### src/rtl/sa_pkg.sv
// Shared definitions for the systolic-array feeder: lane width, accumulator width
// and the feeder's job-sequencing states.
package sa_pkg;
  localparam int DATA_W = 8;
  localparam int SUM_W  = 16;

  typedef enum logic [2:0] {
    IDLE   = 3'd0,
    WLOAD  = 3'd1,
    STREAM = 3'd2,
    DRAIN  = 3'd3,
    FIN    = 3'd4
  } state_t;
endpackage

### src/rtl/sa_skew_line.sv
// Per-row skew delay: DEPTH register stages carrying a data lane and its active flag.
// DEPTH=0 passes the feeder's common output register straight through.
module sa_skew_line
  import sa_pkg::*;
#(
  parameter int DEPTH = 0
) (
  input  logic                     clock,
  input  logic                     reset,
  input  logic signed [DATA_W-1:0] din,
  input  logic                     act_in,
  output logic signed [DATA_W-1:0] dout,
  output logic                     act_out
);

  generate
    if (DEPTH == 0) begin : g_pass
      logic unused_ctl;
      assign unused_ctl = clock ^ reset;
      assign dout       = din;
      assign act_out    = act_in;
    end else begin : g_dly
      logic signed [DATA_W-1:0] data_p [DEPTH];
      logic        [DEPTH-1:0]  act_p;

      // Bubbles (act=0, data=0) shift through exactly like real samples.
      always_ff @(posedge clock) begin
        if (reset) begin
          for (int i = 0; i < DEPTH; i++) data_p[i] <= '0;
          act_p <= '0;
        end else begin
          data_p[0] <= din;
          act_p[0]  <= act_in;
          for (int i = 1; i < DEPTH; i++) begin
            data_p[i] <= data_p[i-1];
            act_p[i]  <= act_p[i-1];
          end
        end
      end

      assign dout    = data_p[DEPTH-1];
      assign act_out = act_p[DEPTH-1];
    end
  endgenerate

endmodule

### src/rtl/sa_feeder.sv
// Systolic-array feeder: loads ROWS weight vectors, streams num_vecs skewed data vectors,
// drains the array and pulses done. Define SA_FEEDER_WREUSE_EN to add keep_w (skip weight load).
module sa_feeder
  import sa_pkg::*;
#(
  parameter int ROWS = 4,
  parameter int COLS = 4
) (
  input  logic                   clock,
  input  logic                   reset,
  input  logic                   start,
  input  logic [15:0]            num_vecs,
`ifdef SA_FEEDER_WREUSE_EN
  input  logic                   keep_w,
`endif
  input  logic                   w_valid,
  input  logic [DATA_W*COLS-1:0] w_data,
  output logic                   w_ready,
  input  logic                   d_valid,
  input  logic [DATA_W*ROWS-1:0] d_data,
  output logic                   d_ready,
  output logic [DATA_W*COLS-1:0] sa_win,
  output logic                   sa_wwrite,
  output logic [DATA_W*ROWS-1:0] sa_data,
  output logic [ROWS-1:0]        sa_active,
  output logic                   busy,
  output logic                   done
);

  localparam int WCW = $clog2(ROWS) + 1;
  localparam int DCW = $clog2(ROWS + COLS) + 1;
  localparam logic [WCW-1:0] W_LAST = WCW'(ROWS - 1);
  localparam logic [DCW-1:0] D_LAST = DCW'(ROWS + COLS - 2);

  state_t         state;
  logic [15:0]    nv;
  logic [15:0]    vcnt;
  logic [WCW-1:0] wcnt;
  logic [DCW-1:0] dcnt;
  logic           w_fire;
  logic           d_fire;

  assign w_ready = (state == WLOAD);
  assign d_ready = (state == STREAM);
  assign busy    = (state != IDLE);
  assign done    = (state == FIN);
  assign w_fire  = w_valid && w_ready;
  assign d_fire  = d_valid && d_ready;

  always_ff @(posedge clock) begin
    if (reset) begin
      state <= IDLE;
      nv    <= '0;
      vcnt  <= '0;
      wcnt  <= '0;
      dcnt  <= '0;
    end else begin
      case (state)
        IDLE: begin
          if (start) begin
            nv   <= num_vecs;
            vcnt <= '0;
            wcnt <= '0;
            dcnt <= '0;
`ifdef SA_FEEDER_WREUSE_EN
            if (keep_w) state <= (num_vecs == 16'd0) ? DRAIN : STREAM;
            else
`endif
            state <= WLOAD;
          end
        end
        WLOAD: begin
          if (w_fire) begin
            if (wcnt == W_LAST) begin
              wcnt  <= '0;
              state <= (nv == 16'd0) ? DRAIN : STREAM;
            end else begin
              wcnt <= wcnt + 1'b1;
            end
          end
        end
        STREAM: begin
          // nv is nonzero here, so nv-1 never underflows and vcnt tops out at nv.
          if (d_fire) begin
            vcnt <= vcnt + 16'd1;
            if (vcnt == nv - 16'd1) state <= DRAIN;
          end
        end
        DRAIN: begin
          if (dcnt == D_LAST) state <= FIN;
          else dcnt <= dcnt + 1'b1;
        end
        FIN:     state <= IDLE;
        default: state <= IDLE;
      endcase
    end
  end

  // Weight path: one registered write per accepted weight vector.
  always_ff @(posedge clock) begin
    if (reset) begin
      sa_win    <= '0;
      sa_wwrite <= 1'b0;
    end else begin
      sa_wwrite <= w_fire;
      if (w_fire) sa_win <= w_data;
    end
  end

  // Stage p0: common data register; idle cycles enter the skew as zero bubbles.
  logic signed [DATA_W-1:0] d_p0 [ROWS];
  logic                     act_p0;

  always_ff @(posedge clock) begin
    if (reset) begin
      for (int r = 0; r < ROWS; r++) d_p0[r] <= '0;
      act_p0 <= 1'b0;
    end else begin
      act_p0 <= d_fire;
      for (int r = 0; r < ROWS; r++)
        d_p0[r] <= d_fire ? $signed(d_data[r*DATA_W +: DATA_W]) : '0;
    end
  end

  // Stage p1..pROWS-1: row r is delayed r further cycles.
  generate
    for (genvar r = 0; r < ROWS; r++) begin : g_row
      logic signed [DATA_W-1:0] lane_out;
      sa_skew_line #(.DEPTH(r)) u_skew (
        .clock   (clock),
        .reset   (reset),
        .din     (d_p0[r]),
        .act_in  (act_p0),
        .dout    (lane_out),
        .act_out (sa_active[r])
      );
      assign sa_data[r*DATA_W +: DATA_W] = lane_out;
    end
  endgenerate

endmodule

### config.mk
export PLATFORM = sky130hd
export DESIGN_NAME = sa_feeder
export DESIGN_NICKNAME = d
export VERILOG_FILES = /design/src/rtl/sa_pkg.sv /design/src/rtl/sa_skew_line.sv /design/src/rtl/sa_feeder.sv
export SDC_FILE = /design/constraint.sdc
export NUM_CORES = 1
export LEC_CHECK = 0
export ABC_AREA = 1
export BUFFER_PORTS_ARGS = -buffer_cell sky130_fd_sc_hd__buf_2
export CAP_MARGIN = 20
export CORE_ASPECT_RATIO = 0.75
export CORE_MARGIN = 5
export CORE_UTILIZATION = 35
export DETAILED_ROUTE_END_ITERATION = 8
export HOLD_SLACK_MARGIN = 0.15
export MAX_ROUTING_LAYER = met4
export SLEW_MARGIN = 15
export SYNTH_ARGS = -nofsm -noshare
export SYNTH_HDL_FRONTEND = slang
export SYNTH_SLANG_ARGS = --single-unit
### constraint.sdc
create_clock -name clock -period 1.82 [get_ports clock]
set_input_delay 0.455 -clock clock [delete_from_list [all_inputs] [get_ports clock]]
set_output_delay 0.455 -clock clock [all_outputs]
set_load 0.01 [all_outputs]
==> flow_summary.ini <==
[status]
status = finished clean

[critical_path]
cp.required_ns = 1.36
cp_max_fo = 4
regToRegSetupSlack_ns = 0.10
start_kind = flip-flop
critPathArrivalTime_ns = 1.35
crit_type = flip-flop to output port
cp-end-kind = output port

[logic_synthesis]
ys_warn_count = 0
ys_types = 32
synth_seq_cells = 159
syn_avg_cell_area_um2 = 7.73
ys.flop_type = dfxtp_1
yosys.area.top_type_share = 0.529
synth.most_common_cell = nor2_1
syn_nets = 868
syn_area_mm2 = 0.00601
post-synth-top-area-cell = dfxtp_1
synth-edff-count = 0
async_flop_share = 0
ys_top_cells_by_count = nor2_1, dfxtp_1, inv_1, nand2_1, o21ai_0
seq_area_frac_synth = 0.529
syn_inst = 778
synthTopCellsByArea = dfxtp_1, nor2_1, inv_1

[cts]
clock-sinks = 159
root_buffer = clkbuf_16
cts_buffers = 17
htreeDepth = 4
cts_tree = yes
cts_hold_buf = 0
clock_latency_ns = 0.43
clk_pin_slew_ns = 0.07
cts_buffer_depth = 2

[detailed_routing]
vias_per_cell = 4.31
drt_first_pass_iters = 5
wirelength_mm = 14.2
post-route-drc-count = 0
ant_nets = 0
num_vias = 5100
drtIter0Drc = 225
wl_per_cell_um = 12.0

[timing]
min_period_ns = 1.80
setup_viol = 0
tightest_slew_ns = 0.339
hold_viol = 0
fin_crit_sh = 0.991
finClkSkew_ns = 0.0123
report.final.slew_viol_count = 0
slew_headroom = 0.772
whs_ns = 0.232
max_freq_ghz = 0.555
rsz0062_at_grt = true

[global_routing]
grt_usage = 0.146
first_global_vias = 4726
overflow = 0
antenna_found_initial = 1
grt_pass1_wl_mm = 22.5
grt_max_degree = 33

[place]
gp_congestion = 0.857
port_buffers = 157
hpwl_mm = 10.2

[power_and_ir_drop]
total_power_w = 0.0104
peakVddDrop_mv = 0.755
leakagePower_nw = 3.70
power_density_mw_per_mm2 = 1320

[cells_and_area]
final.fill_count = 1659
nets = 1044
multi_input_area_mm2 = 0.00223
synthToLayoutAreaGrowth_pct = 31.2
drive_above_1_share = 0.294
seqCellArea_mm2 = 0.00320

[floorplanning]
start_util = 0.357
design.die.area_mm2 = 0.0199
die_w_um = 161
core_mm2 = 0.0168
ios = 158
die_h_um = 124
rows = 41

[hold_path]
hp-class = input port to flip-flop

[run]
cap_viol_max_count = 0
[metal layers]
layer,routed length [µm],global-route usage,vias up
li1,-,-,2702
met1,6730,0.187,2266
met2,6430,0.216,118
met3,911,0.0516,14
met4,172,0.0506,0
met5,0,-,-
[registers in the layout, indices dropped and copies added, names as in the netlist]
register and cells:
act_p0 1, vcnt 16, d_p0 32, g_row.u_skew.g_dly.act_p 3, g_row.u_skew.g_dly.data_p 48, dcnt 4
state 3, wcnt 3, sa_wwrite 1, sa_win 32, nv 16
[kinds of logic (layout without fill, tap and decap cells)]
kind of cell | Yosys count | in the layout | synth area share
simple gates | 328 | 328 | 0.229
xor+xnor | 22 | 22 | 0.0321
fa+ha+maj | 5 | 5 | 0.0104
other cells | 0 | 1 | 0
flops | 159 | 159 | 0.529
buf+inv | 173 | 361 | 0.120
compound gates | 91 | 91 | 0.0791
[per-stage QoR]
step / std cells / setup WS [ns] / cell area, µm² / util / TNS, ns
final: 1182 / 0.0170 / 7890 / 0.469 / 0
after global routing: 1182 / -0.0821 / 7890 / 0.469 / -0.241
after CTS: 1167 / 0.00651 / 7630 / 0.453 / 0
after detailed placement: 1133 / 0.0606 / 7030 / 0.418 / 0
after global placement: 1133 / 0.0931 / 7030 / 0.418 / 0
after floorplan: 778 / 0.158 / 6010 / - / 0
[power breakdown]
group	leakage, nW	internal [W]	total [W]	switching [W]
clock	0.282	0.00194	0.00343	0.00149
combinational	2.13	0.00127	0.00294	0.00167
sequential	1.29	0.00383	0.00407	0.000240
[final cells by class]
class	instances	share of cell area
flip-flops and latches	159	0.405
multi-input cells	446	0.283
repair buffers	201	0.144
inverters	129	0.0620
clock buffers	18	0.0557
well taps	215	0.0341
clock inverters	13	0.0162
diodes	1	0.000317
[cells in the final DEF, fill, tap and decap left out, drive strengths merged]
| master | instances |
|---|---|
| clkbuf | 18 |
| xnor2 | 9 |
| nand4 | 4 |
| inv | 134 |
| buf | 201 |
| a21oi | 32 |
| bufinv | 1 |
| diode | 1 |
| a22oi | 1 |
| a211oi | 3 |
| o21ai | 53 |
| nor3 | 10 |
| nor4 | 3 |
| or2 | 1 |
| nand3 | 33 |
| nand2 | 77 |
| o22ai | 1 |
| ha | 5 |
| clkinv | 7 |
| a311oi | 1 |
| nor2 | 198 |
| dfxtp | 159 |
| nor3b | 2 |
| xor2 | 13 |
[worst max-delay path, cell delays in order (launching register included)]
cell and delay, ns:
dfxtp_2 0.35, inv_4 0.05, buf_6 0.11, nor3_4 0.26, buf_6 0.16
[what timing repair did]
action                                 CTS  global route
setup endpoints to repair                3            11
endpoints found under the hold margin    0             0
resized for setup                        3            47
pin swaps                                0            18
setup buffers                            3            14
[worst paths after layout]
check / end / from / cells past startpoint
max: w_ready / state[0]$_SDFFE_PP0P_ / 4
min: d_p0[0][3]$_SDFF_PP0_ / d_data[3] / 3
max reg2reg: state[0]$_SDFFE_PP0P_ / nv[0]$_SDFFE_PP0P_ / 15
min reg2reg: g_row[2].u_skew.g_dly.data_p[0][5]$_SDFF_PP0_ / d_p0[2][5]$_SDFF_PP0_ / 2
(Power assumes the default switching activity.)
